File: src/rtl/ysyx_22040127_arb_pkg.sv
// Shared types and constants for the IF/LS memory arbiter.
package ysyx_22040127_arb_pkg;

  localparam int unsigned TIMEOUT_DEFAULT = 255;
  localparam int unsigned CNT_W           = 8;
  localparam int unsigned GNT_IF          = 0;
  localparam int unsigned GNT_LS          = 1;

  typedef enum logic [1:0] {
    S_IDLE = 2'd0,
    S_REQ  = 2'd1,
    S_RESP = 2'd2
  } state_e;

  typedef enum logic {
    OWN_IF = 1'b0,
    OWN_LS = 1'b1
  } owner_e;

endpackage

File: src/rtl/ysyx_22040127_rr_arb2.sv
// Two-way round-robin grant: a tie goes to the requester that did not win last.
module ysyx_22040127_rr_arb2
  import ysyx_22040127_arb_pkg::*;
(
  input  logic       valid_if,
  input  logic       valid_ls,
  input  owner_e     last_grant,
  output logic [1:0] grant
);

  always_comb begin
    grant = 2'b00;
    if (valid_if && valid_ls) begin
      if (last_grant == OWN_IF) grant[GNT_LS] = 1'b1;
      else                      grant[GNT_IF] = 1'b1;
    end else if (valid_if) begin
      grant[GNT_IF] = 1'b1;
    end else if (valid_ls) begin
      grant[GNT_LS] = 1'b1;
    end
  end

endmodule

File: src/rtl/ysyx_22040127_mem_arbiter.sv
// Arbitrates instruction-fetch and load/store requests onto one memory port,
// one outstanding transaction at a time, with a response timeout.
module ysyx_22040127_mem_arbiter
  import ysyx_22040127_arb_pkg::*;
#(
  parameter int unsigned TIMEOUT = TIMEOUT_DEFAULT
) (
  input  logic        clk,
  input  logic        rst,
  input  logic        if_req_valid,
  output logic        if_req_ready,
  input  logic [63:0] if_addr,
  output logic        if_resp_valid,
  output logic        if_resp_err,
  output logic [63:0] if_rdata,
  input  logic        ls_req_valid,
  output logic        ls_req_ready,
  input  logic [63:0] ls_addr,
  input  logic        ls_we,
  input  logic [63:0] ls_wdata,
  input  logic [7:0]  ls_wmask,
  output logic        ls_resp_valid,
  output logic        ls_resp_err,
  output logic [63:0] ls_rdata,
  output logic        mem_req_valid,
  input  logic        mem_req_ready,
  output logic [63:0] mem_addr,
  output logic        mem_we,
  output logic [63:0] mem_wdata,
  output logic [7:0]  mem_wmask,
  input  logic        mem_resp_valid,
  input  logic [63:0] mem_rdata
);

  state_e           state_q, state_d;
  owner_e           owner_q, last_q;
  logic [CNT_W-1:0] cnt_q, cnt_d;
  logic [1:0]       grant;
  logic             accept_if, accept_ls;
  logic             done, done_err;

  ysyx_22040127_rr_arb2 u_rr (
    .valid_if   (if_req_valid),
    .valid_ls   (ls_req_valid),
    .last_grant (last_q),
    .grant      (grant)
  );

  assign if_req_ready  = (state_q == S_IDLE) && grant[GNT_IF];
  assign ls_req_ready  = (state_q == S_IDLE) && grant[GNT_LS];
  assign mem_req_valid = (state_q == S_REQ);

  // Next state, timeout counter and completion strobes
  always_comb begin
    state_d   = state_q;
    cnt_d     = cnt_q;
    accept_if = 1'b0;
    accept_ls = 1'b0;
    done      = 1'b0;
    done_err  = 1'b0;
    case (state_q)
      S_IDLE: begin
        accept_if = if_req_ready;
        accept_ls = ls_req_ready;
        if (accept_if || accept_ls) state_d = S_REQ;
      end
      S_REQ: begin
        if (mem_req_ready) begin
          state_d = S_RESP;
          cnt_d   = '0;
        end
      end
      S_RESP: begin
        // A real response beats a timeout landing on the same cycle
        if (mem_resp_valid) begin
          state_d = S_IDLE;
          done    = 1'b1;
        end else if (cnt_q == CNT_W'(TIMEOUT - 1)) begin
          state_d  = S_IDLE;
          done     = 1'b1;
          done_err = 1'b1;
        end else begin
          cnt_d = cnt_q + CNT_W'(1);
        end
      end
      default: state_d = S_IDLE;
    endcase
  end

  always_ff @(posedge clk) begin
    if (rst) begin
      state_q       <= S_IDLE;
      owner_q       <= OWN_IF;
      last_q        <= OWN_IF;
      cnt_q         <= '0;
      if_resp_valid <= 1'b0;
      if_resp_err   <= 1'b0;
      if_rdata      <= '0;
      ls_resp_valid <= 1'b0;
      ls_resp_err   <= 1'b0;
      ls_rdata      <= '0;
      mem_addr      <= '0;
      mem_we        <= 1'b0;
      mem_wdata     <= '0;
      mem_wmask     <= '0;
    end else begin
      state_q       <= state_d;
      cnt_q         <= cnt_d;
      if_resp_valid <= done && (owner_q == OWN_IF);
      ls_resp_valid <= done && (owner_q == OWN_LS);

      // Response payload holds between pulses
      if (done && (owner_q == OWN_IF)) begin
        if_resp_err <= done_err;
        if_rdata    <= done_err ? 64'h0 : mem_rdata;
      end
      if (done && (owner_q == OWN_LS)) begin
        ls_resp_err <= done_err;
        ls_rdata    <= (done_err || mem_we) ? 64'h0 : mem_rdata;
      end

      if (accept_if) begin
        mem_addr  <= if_addr;
        mem_we    <= 1'b0;
        mem_wdata <= '0;
        mem_wmask <= '0;
        owner_q   <= OWN_IF;
        last_q    <= OWN_IF;
      end else if (accept_ls) begin
        mem_addr  <= ls_addr;
        mem_we    <= ls_we;
        mem_wdata <= ls_wdata;
        mem_wmask <= ls_wmask;
        owner_q   <= OWN_LS;
        last_q    <= OWN_LS;
      end
    end
  end

endmodule

File: config.mk
export PLATFORM = sky130hd
export DESIGN_NAME = ysyx_22040127_mem_arbiter
export DESIGN_NICKNAME = d
export VERILOG_FILES = /design/src/rtl/ysyx_22040127_arb_pkg.sv /design/src/rtl/ysyx_22040127_rr_arb2.sv /design/src/rtl/ysyx_22040127_mem_arbiter.sv
export SDC_FILE = /design/constraint.sdc
export NUM_CORES = 1
export LEC_CHECK = 0
export BUFFER_PORTS_ARGS = -buffer_cell sky130_fd_sc_hd__clkbuf_2
export CORE_AREA = 2 2 210 212
export DETAILED_ROUTE_END_ITERATION = 6
export DIE_AREA = 0 0 212 214
export SYNTH_ARGS = -nofsm -noshare
export SYNTH_HDL_FRONTEND = slang
export SYNTH_HIERARCHICAL = 1
export SYNTH_SLANG_ARGS = --single-unit
File: constraint.sdc
create_clock -name clk -period 1.85 [get_ports clk]
set_input_delay 0.37 -clock clk [delete_from_list [all_inputs] [get_ports clk]]
set_output_delay 0.37 -clock clk [all_outputs]
set_load 0.05 [all_outputs]
==> impl_metrics.tcl <==
set metrics [dict create \
    core_area_um2 42900 \
    cellLeakagePower_nw 6.75 \
    cts_buffers 34 \
    ios 543 \
    die_area_um2 45400 \
    synth_area_leader_cell "dfxtp_1" \
    synth_nets 1314 \
    holdBufCountCts 0 \
    period_share_pct 98.1 \
    ys_types 37 \
    start_util_pct 23.0 \
    yosys_warnings 6 \
    port_buffers 542 \
    netlist.area_leader.share_pct 56.9 \
    wl_per_cell_um 16.5 \
    worstSetupEndpointType "output pin" \
    gp_congestion 0.804 \
    critPathArrivalTime_ns 1.45 \
    final_layout_size_suffix_gt1_share_pct 41.8 \
    finalHoldViolations 0 \
    via_count 9839 \
    gr-total-overflow 0 \
    cp-start-kind "register" \
    drv_slew 0 \
    htreeDepth 2 \
    cts.sinks 280 \
    syn_area_per_cell_um2 9.47 \
    drc 0 \
    synth_edf_count 0 \
    slew_headroom_pct 69.2 \
    synth.area.top_cells "dfxtp_1 (57%), a22o_1 (11%), nand2_1 (11%), a311oi_1 (5.7%), a21oi_1 (4.1%)" \
    wirelength_mm 36.1 \
    first_pass_iters 4 \
    grt_pass1_vias 9716 \
    fmax_mhz 551 \
    cts_tree "done" \
    dieWidth_um 212 \
    viasPerCell 4.49 \
    status "complete, no violations" \
    synthCells 1041 \
    antenna_found_initial 1 \
    path_clk_slew_ns 0.06 \
    dr.first_iter.drc_count 695 \
    die_h_um 214 \
    async_flop_share_pct 0 \
    required_ns 1.48 \
    cts-root-buf "clkbuf_16" \
    dp_hpwl_mm 26.3 \
    ys.flop_type "dfxtp_1" \
    maxCapViolCount 0 \
    drtAntennaViolNets 0 \
    worstPathMaxFanout 4 \
    ys_seq_elements 280 \
    area_growth_pct 49.2 \
    worst_slew_pin_slew_ns 0.462 \
    path_class "reg2out" \
    ir_worst_vdd_mv 0.726 \
    clk_latency_ns 0.53 \
    ys_seq_area_share_pct 56.9 \
    netlist_area_um2 9860 \
    rows 76 \
    final_net_count 1856 \
    clockBufferDepth 3 \
    grt_pass1_wl_mm 54.1 \
    hold_path_class "in2reg" \
    grt_use_total_pct 15.0 \
    powerDensity_nw_per_um2 1110 \
    synth_top_cells_by_count "dfxtp_1 (280), nand2_1 (280), a22o_1 (128)" \
    finalClockSkew_ns 0.0149 \
    finalPower_mw 16.4 \
    rsz0062_at_grt "true" \
    fin_util_pct 34.3 \
    setup_viol 0 \
    period_needed_ns 1.82 \
    grt_max_degree 82 \
]
[kinds of logic after synthesis]
group	share of synthesized area (%)
flip-flops	56.9
XOR/XNOR	0.533
AND/OR/NAND/NOR	15.6
adder cells (fa/ha/maj)	0.254
buffers and inverters	4.54
AO/OA/AOI/OAI	22.2
[flip-flops by register name, summed over array words and instances (netlist names)]
register       cells
cnt_q              8
if_resp_err        1
if_rdata          64
mem_wdata         64
last_q             1
state_q            2
ls_rdata          64
if_resp_valid      1
mem_we             1
mem_addr          64
ls_resp_err        1
mem_wmask          8
ls_resp_valid      1
[final timing paths]
path         slack [ns]           from  cells after the start            end
max                0.03     state_q[1]                      5   ls_req_ready
min                0.06   ls_wdata[12]                      3  mem_wdata[12]
max reg2reg        0.11       cnt_q[0]                      8   ls_rdata[25]
min reg2reg        0.45  mem_wdata[19]                      2  mem_wdata[19]
[per-stage QoR]
step | setup TNS (ns) | hold WS [ns] | cells | setup slack (ns) | area (um2)
after floorplan | 0 | 0.467 | 1041 | 0.0990 | 9860
after global placement | 0 | 0.441 | 2123 | 0.0380 | 13400
after detailed placement | -0.0424 | 0.447 | 2123 | -0.0117 | 13400
after CTS | -0.00448 | 0.0180 | 2188 | -0.00448 | 14700
after global routing | -0.0298 | 0.0417 | 2190 | -0.0298 | 14700
final | 0 | 0.0636 | 2191 | 0.0349 | 14700
[layout by cell type (no fill, tap or decap), types with 2 or more instances in the layout]
master	instances
or2_4	2
nand2b_1	2
a311oi_1	64
clkinvlp_4	2
clkbuf_16	37
dfxtp_4	2
a22o_1	128
buf_4	32
clkbuf_1	5
ha_1	2
clkbuf_2	539
nand2_1	278
buf_6	3
clkinv_2	2
nor2_1	75
inv_1	2
a21boi_1	2
nor3_4	2
nor3_1	2
a21oi_4	2
a21oi_1	80
a211oi_1	3
nand2_8	2
buf_12	14
bufinv_16	3
dfxtp_1	276
clkbuf_8	10
dfxtp_2	2
xnor2_1	6
inv_2	3
nand3_1	4
[power by group]
group | switching [mW] | internal [mW]
registers | 0.182 | 6.35
clock network | 2.61 | 4.27
logic | 2.09 | 0.865
total | 4.88 | 11.5
[final cells by class]
| cell class | count | area, um2 |
|---|---|---|
| antenna | 1 | 2.50 |
| clock buffer | 50 | 1030 |
| clock inverter | 8 | 124 |
| fill | 4384 | 28200 |
| inverter | 6 | 30.0 |
| multi-input combinational | 670 | 3850 |
| sequential | 280 | 5620 |
| tap | 585 | 732 |
| timing repair buffer | 591 | 3310 |
[critical path: stages, from the launching register on]
cell       delay, ns
dfxtp_4         0.36
nor2_4          0.13
buf_6           0.13
nand2_8         0.07
inv_8           0.08
clkbuf_16       0.16
[what timing repair did]
action / CTS / global route
setup endpoints to repair: 4 / 6
gates resized for setup: 22 / 3
pin swaps: 4 / 1
setup buffers: 7 / 2
[routing by layer]
| metal | routed length, um | GRT usage (%) | part of all wire (%) |
|---|---|---|---|
| met1 | 14200 | 16.8 | 39 |
| met2 | 17400 | 26.2 | 48 |
| met3 | 3390 | 5.38 | 9.4 |
| met4 | 1100 | 5.12 | 3.0 |
| met5 | 0 | 0 | 0 |
Power figures use the tool's default switching activity.
